--- config.mk ---
export PLATFORM = sky130hd
export DESIGN_NAME = cache_control_p
export DESIGN_NICKNAME = d
export VERILOG_FILES = /design/src/rtl/cache_control_p_pkg.sv /design/src/rtl/cache_control_p_perf_cnt.sv /design/src/rtl/cache_control_p.sv
export SDC_FILE = /design/constraint.sdc
export NUM_CORES = 1
export LEC_CHECK = 0
export BUFFER_PORTS_ARGS = -buffer_cell sky130_fd_sc_hd__buf_2
export CAP_MARGIN = 10
export CORE_AREA = 3 3 40 42
export DETAILED_ROUTE_END_ITERATION = 12
export DIE_AREA = 0 0 43 45
export HOLD_SLACK_MARGIN = 0.08
export PLACE_DENSITY_LB_ADDON = 0.15
export SLEW_MARGIN = 20
export SYNTH_ARGS = -nofsm -noshare
export SYNTH_HDL_FRONTEND = slang
export SYNTH_SLANG_ARGS = --single-unit
--- constraint.sdc ---
create_clock -name clk -period 4.7 [get_ports clk]
set_clock_uncertainty 0.2 [all_clocks]
set_input_delay 0.94 -clock clk [delete_from_list [all_inputs] [get_ports clk]]
set_output_delay 0.94 -clock clk [all_outputs]
set_load 0.02 [all_outputs]
--- src/rtl/cache_control_p_pkg.sv ---
// rtl/cache_control_p_pkg.sv - state encoding and way constants shared by the cache controller
package cache_ctrl_types;

    typedef enum logic [1:0] {
        COMPARE   = 2'd0,
        WRITEBACK = 2'd1,
        ALLOCATE  = 2'd2,
        REPLAY    = 2'd3
    } cache_state_t;

    localparam logic WAY0 = 1'b0;
    localparam logic WAY1 = 1'b1;

endpackage

--- src/rtl/cache_control_p_perf_cnt.sv ---
// rtl/cache_control_p_perf_cnt.sv - single saturating event counter used for cache statistics
module cache_perf_cnt #(
    parameter int PERF_W = 32
) (
    input  logic              clk,
    input  logic              rst,
    input  logic              inc,
    output logic [PERF_W-1:0] count
);

    always_ff @(posedge clk or posedge rst) begin
        if (rst) begin
            count <= '0;
        end else if (inc && (count != {PERF_W{1'b1}})) begin
            count <= count + PERF_W'(1);
        end
    end

endmodule

--- src/rtl/cache_control_p.sv ---
// rtl/cache_control_p.sv - two-way pipelined cache control FSM; CACHE_PERF_CNT_EN adds hit/miss/writeback counters
module cache_control_p
    import cache_ctrl_types::*;
#(
    parameter int PERF_W = 32
) (
    input  logic clk,
    input  logic rst,
    input  logic mem_read,
    input  logic mem_write,
    output logic mem_resp,
    output logic stall,
    output logic pmem_read,
    output logic pmem_write,
    input  logic pmem_resp,
    input  logic cache_hit,
    input  logic hit1,
    input  logic dirty_o,
    input  logic lru_out,
    output logic source_sel,
    output logic way_sel,
    output logic tag_sel,
    output logic addrmux_sel,
    output logic load_cache,
    output logic load_lru,
    output logic load_dirty,
    output logic dirty_sel
`ifdef CACHE_PERF_CNT_EN
    ,
    output logic [PERF_W-1:0] hit_count,
    output logic [PERF_W-1:0] miss_count,
    output logic [PERF_W-1:0] wb_count
`endif
);

    cache_state_t state, state_n;
    logic         req_v, req_wr;
    logic         victim, victim_n;

    // Stage-2 request flags follow the CPU only while it is free to move on.
    always_ff @(posedge clk or posedge rst) begin
        if (rst) begin
            state  <= COMPARE;
            req_v  <= 1'b0;
            req_wr <= 1'b0;
            victim <= WAY0;
        end else begin
            state  <= state_n;
            victim <= victim_n;
            if (!stall) begin
                req_v  <= mem_read | mem_write;
                req_wr <= mem_write;
            end
        end
    end

    always_comb begin
        state_n     = state;
        victim_n    = victim;
        mem_resp    = 1'b0;
        stall       = 1'b0;
        pmem_read   = 1'b0;
        pmem_write  = 1'b0;
        source_sel  = 1'b0;
        way_sel     = WAY0;
        tag_sel     = 1'b0;
        addrmux_sel = 1'b0;
        load_cache  = 1'b0;
        load_lru    = 1'b0;
        load_dirty  = 1'b0;
        dirty_sel   = 1'b0;
        case (state)
            COMPARE: begin
                if (req_v) begin
                    if (cache_hit) begin
                        mem_resp = 1'b1;
                        way_sel  = hit1 ? WAY1 : WAY0;
                        load_lru = 1'b1;
                        if (req_wr) begin
                            addrmux_sel = 1'b1;
                            load_cache  = 1'b1;
                            load_dirty  = 1'b1;
                            dirty_sel   = 1'b1;
                        end
                    end else begin
                        stall       = 1'b1;
                        addrmux_sel = 1'b1;
                        victim_n    = lru_out;
                        state_n     = dirty_o ? WRITEBACK : ALLOCATE;
                    end
                end
            end
            WRITEBACK: begin
                pmem_write  = 1'b1;
                way_sel     = victim;
                addrmux_sel = 1'b1;
                stall       = 1'b1;
                if (pmem_resp) begin
                    state_n = ALLOCATE;
                end
            end
            ALLOCATE: begin
                pmem_read   = 1'b1;
                tag_sel     = 1'b1;
                way_sel     = victim;
                addrmux_sel = 1'b1;
                stall       = 1'b1;
                if (pmem_resp) begin
                    load_cache = 1'b1;
                    source_sel = 1'b1;
                    load_dirty = 1'b1;
                    state_n    = REPLAY;
                end
            end
            REPLAY: begin
                // Let the pipeline registers re-read the freshly filled line.
                addrmux_sel = 1'b1;
                stall       = 1'b1;
                state_n     = COMPARE;
            end
            default: begin
                state_n = COMPARE;
            end
        endcase
    end

    assert property (@(posedge clk) disable iff (rst) !(mem_read && mem_write))
        else $fatal(1, "cache_control_p: mem_read and mem_write asserted together");

`ifdef CACHE_PERF_CNT_EN
    logic hit_evt, miss_evt, wb_evt;

    assign hit_evt  = (state == COMPARE) && req_v && cache_hit;
    assign miss_evt = (state == COMPARE) && req_v && !cache_hit;
    assign wb_evt   = (state == WRITEBACK) && pmem_resp;

    cache_perf_cnt #(.PERF_W(PERF_W)) u_hit_cnt (
        .clk   (clk),
        .rst   (rst),
        .inc   (hit_evt),
        .count (hit_count)
    );

    cache_perf_cnt #(.PERF_W(PERF_W)) u_miss_cnt (
        .clk   (clk),
        .rst   (rst),
        .inc   (miss_evt),
        .count (miss_count)
    );

    cache_perf_cnt #(.PERF_W(PERF_W)) u_wb_cnt (
        .clk   (clk),
        .rst   (rst),
        .inc   (wb_evt),
        .count (wb_count)
    );
`else
    // PERF_W only sizes the counters; keep the override meaningful in both builds.
    if (PERF_W < 1) begin : g_bad_perf_w
    end
`endif

endmodule
==> flow_summary.json <==
{
  "reg2reg_to": "victim$_DFFE_PP0P_",
  "drc": 0,
  "cts_resized": 0,
  "tns_ns": 0,
  "maxSlewHeadroom_pct": 82.2,
  "cts_hold_buffers": 0,
  "p_comb_share_pct": 66.3,
  "syn_avg_cell_area_um2": 10.0,
  "yosysSeqAreaShare_pct": 29.1,
  "syn-num-nets": 58,
  "seq_area_um2": 125,
  "synth_top_area_share_pct": 29.1,
  "cts.path.max_buffers": 2,
  "p_sw_share_pct": 48.2,
  "post-route-period-util_pct": 60.9,
  "multi_input_area_um2": 268,
  "crit_chain": "inv_1 -> ha_1 -> and4_4 -> a21oi_2 -> nor2_1 -> buf_2",
  "reg2reg_slack_ns": 2.99,
  "post-route-util_pct": 43.0,
  "synth-seq-cells": 5,
  "status": "finished, final reports clean",
  "setup_viol": 0,
  "max_freq_mhz": 349,
  "grt_pass1_vias": 313,
  "die_y_um": 45,
  "worst-setup-path-type": "reg2out",
  "grt_max_degree": 7,
  "power_density_nw_per_um2": 735,
  "wl_um": 812,
  "netSwitchingPower_w": 0.000196,
  "critical_path_required_ns": 3.56,
  "dr.first_iter.drc_count": 9,
  "synth-xor-area-share_pct": 0,
  "synth-edff-count": 0,
  "synth_top_family_by_area": "simple AND/OR/NAND/NOR gates",
  "antenna_found_initial": 0,
  "crit_slowest_cell": "dfrtp_1",
  "antenna_left": 0,
  "muxShareOfSynthArea_pct": 15.4,
  "fillCellCount": 138,
  "grt_util_all_layers_pct": 8.79,
  "synth_top_area_cell": "dfrtp_1",
  "final_cells": 79,
  "via_per_inst": 4.49,
  "area_growth_pct": 28.5,
  "hold_class": "reg2reg",
  "place_congestion": 0.638,
  "finalHoldViolCount": 0,
  "leakagePower_nw": 0.323,
  "synth_compound_area_share_pct": 10.2,
  "grt_pass1_wl_um": 1220,
  "core-area_um2": 1280,
  "io_pins": 21,
  "cap_viol_max_count": 0,
  "rsz0062_at_grt": "false",
  "whs_ns": 0.287,
  "r2r-start": "state[0]$_DFFE_PP0P_",
  "die-area_um2": 1940,
  "clk_pin_slew_ns": 0.04,
  "clkSinkCount": 5,
  "worst_pin_slew_ns": 0.267,
  "critPathMaxFanout": 6,
  "cp-start-kind": "flip-flop",
  "numCtsBuffers": 3,
  "cts.htree.levels": 1,
  "antenna_cells": 0,
  "nets": 80,
  "row_count": 13,
  "clk_latency_ns": 0.24,
  "endpoint_kind": "output port",
  "intPower_w": 0.000211,
  "overflow": 0,
  "drive_above_1_share_pct": 45.3,
  "post-place-cells": 75,
  "wl_per_cell_um": 10.3,
  "syn_inst": 43,
  "ys.flop_type": "dfrtp_1",
  "ys_warn_count": 0,
  "ys_types": 19,
  "synthAdderAreaFrac_pct": 17.4,
  "reg2regPathDepth": 5,
  "synth-simple-area-share_pct": 19.2,
  "die_w_um": 43,
  "postCtsSetupBuffers": 0,
  "hold_start": "victim$_DFFE_PP0P_",
  "start_util_pct": 33.5,
  "synth_area_leaders": "dfrtp_1, ha_1, mux2i_1",
  "fin_crit_ns": 2.86,
  "num_vias": 355,
  "p_clk_share_pct": 11.7,
  "cp.arrival_ns": 1.72,
  "critPathLaunch": "state[0]$_DFFE_PP0P_",
  "syn_area_um2": 430,
  "max_stage_delay_ns": 0.39,
  "peakVddDrop_v": 0.000298,
  "cts-root-buf": "clkbuf_4",
  "cts_tree": "built",
  "firstDrtPassIters": 3,
  "seqPwrFrac_pct": 22.0,
  "critPathCapture": "load_cache",
  "ys_async_sr_fraction_pct": 100,
  "slew_viol_final": 0,
  "port-buffer-count": 20
}
==> kinds of logic after synthesis <==
group | after synthesis
AND/OR/NAND/NOR | 14
buffers and inverters | 7
multiplexers | 6
adder cells (fa/ha/maj) | 6
AO/OA/AOI/OAI | 5
flip-flops | 5
==> worst max-delay path, delay by kind of cell, from the launching register on <==
| family | cells | cell delay [ns] |
|---|---|---|
| and+or+nand+nor | 2 | 0.38 |
| adders and majority gates | 1 | 0.33 |
| AOI/OAI and AO/OA | 1 | 0.05 |
| buffers and inverters | 2 | 0.32 |
| DFF | 1 | 0.39 |
==> cells in the mapped netlist (3+ instances only) <==
cell     number
ha_1          6
dfrtp_1       5
nor2_1        5
inv_1         4
mux2i_1       4
nand2_1       4
buf_4         3
==> power groups by stage <==
stage / Sequential (W) / Combinational (W) / Clock, W
after floorplan: 0.0000837 / 0.000222 / 0
after global placement: 0.0000895 / 0.000275 / 0
after detailed placement: 0.0000900 / 0.000274 / 0
after CTS: 0.0000893 / 0.000275 / 0.0000506
after global routing: 0.0000934 / 0.000293 / 0.0000532
final: 0.0000892 / 0.000270 / 0.0000476
==> worst min-delay path by stage <==
stage          cells after the start                 end  slack (ns)
2_1_floorplan                      1  victim$_DFFE_PP0P_        0.26
3_3_place_gp                       1  victim$_DFFE_PP0P_        0.28
3_5_place_dp                       1  victim$_DFFE_PP0P_        0.28
4_1_cts                            1  victim$_DFFE_PP0P_        0.29
5_1_grt                            1  victim$_DFFE_PP0P_        0.31
6_report                           1  victim$_DFFE_PP0P_        0.29
==> metrics by stage <==
step	cell area [µm²]	power [W]	setup slack, ns
3_5_place_dp	527	0.000363	1.93
5_1_grt	553	0.000439	1.72
3_3_place_gp	527	0.000364	1.94
6_report	553	0.000406	1.84
4_1_cts	553	0.000415	1.80
2_1_floorplan	430	0.000306	1.76
==> layout by cell type, fill, tap and decap left out, types with 3 or more instances in the layout <==
cell type,count
dfrtp_1,5
buf_2,20
nand2_1,4
clkbuf_4,3
inv_1,4
ha_1,6
nor2_1,5
mux2i_1,4
==> state kept, by name, summed over array words and instances, names as in the netlist <==
register	count
req_v	1
state	2
victim	1
req_wr	1
==> routing by layer <==
layer  track usage, %  vias to the layer above  part of all wire (%)
li1                 -                      182                     -
met1             12.0                      159                    47
met2             11.4                       14                    45
met3             1.20                        0                   8.1
met4             9.04                        0                     0
met5                0                        -                     0
==> layout make-up <==
class / instances / share of cell area (%)
inverters: 4 / 2.71
multi-input cells: 31 / 48.4
clock buffers: 4 / 4.75
repair buffers: 20 / 18.1
well taps: 15 / 3.39
flip-flops and latches: 5 / 22.6
Power figures use the tool's default switching activity.
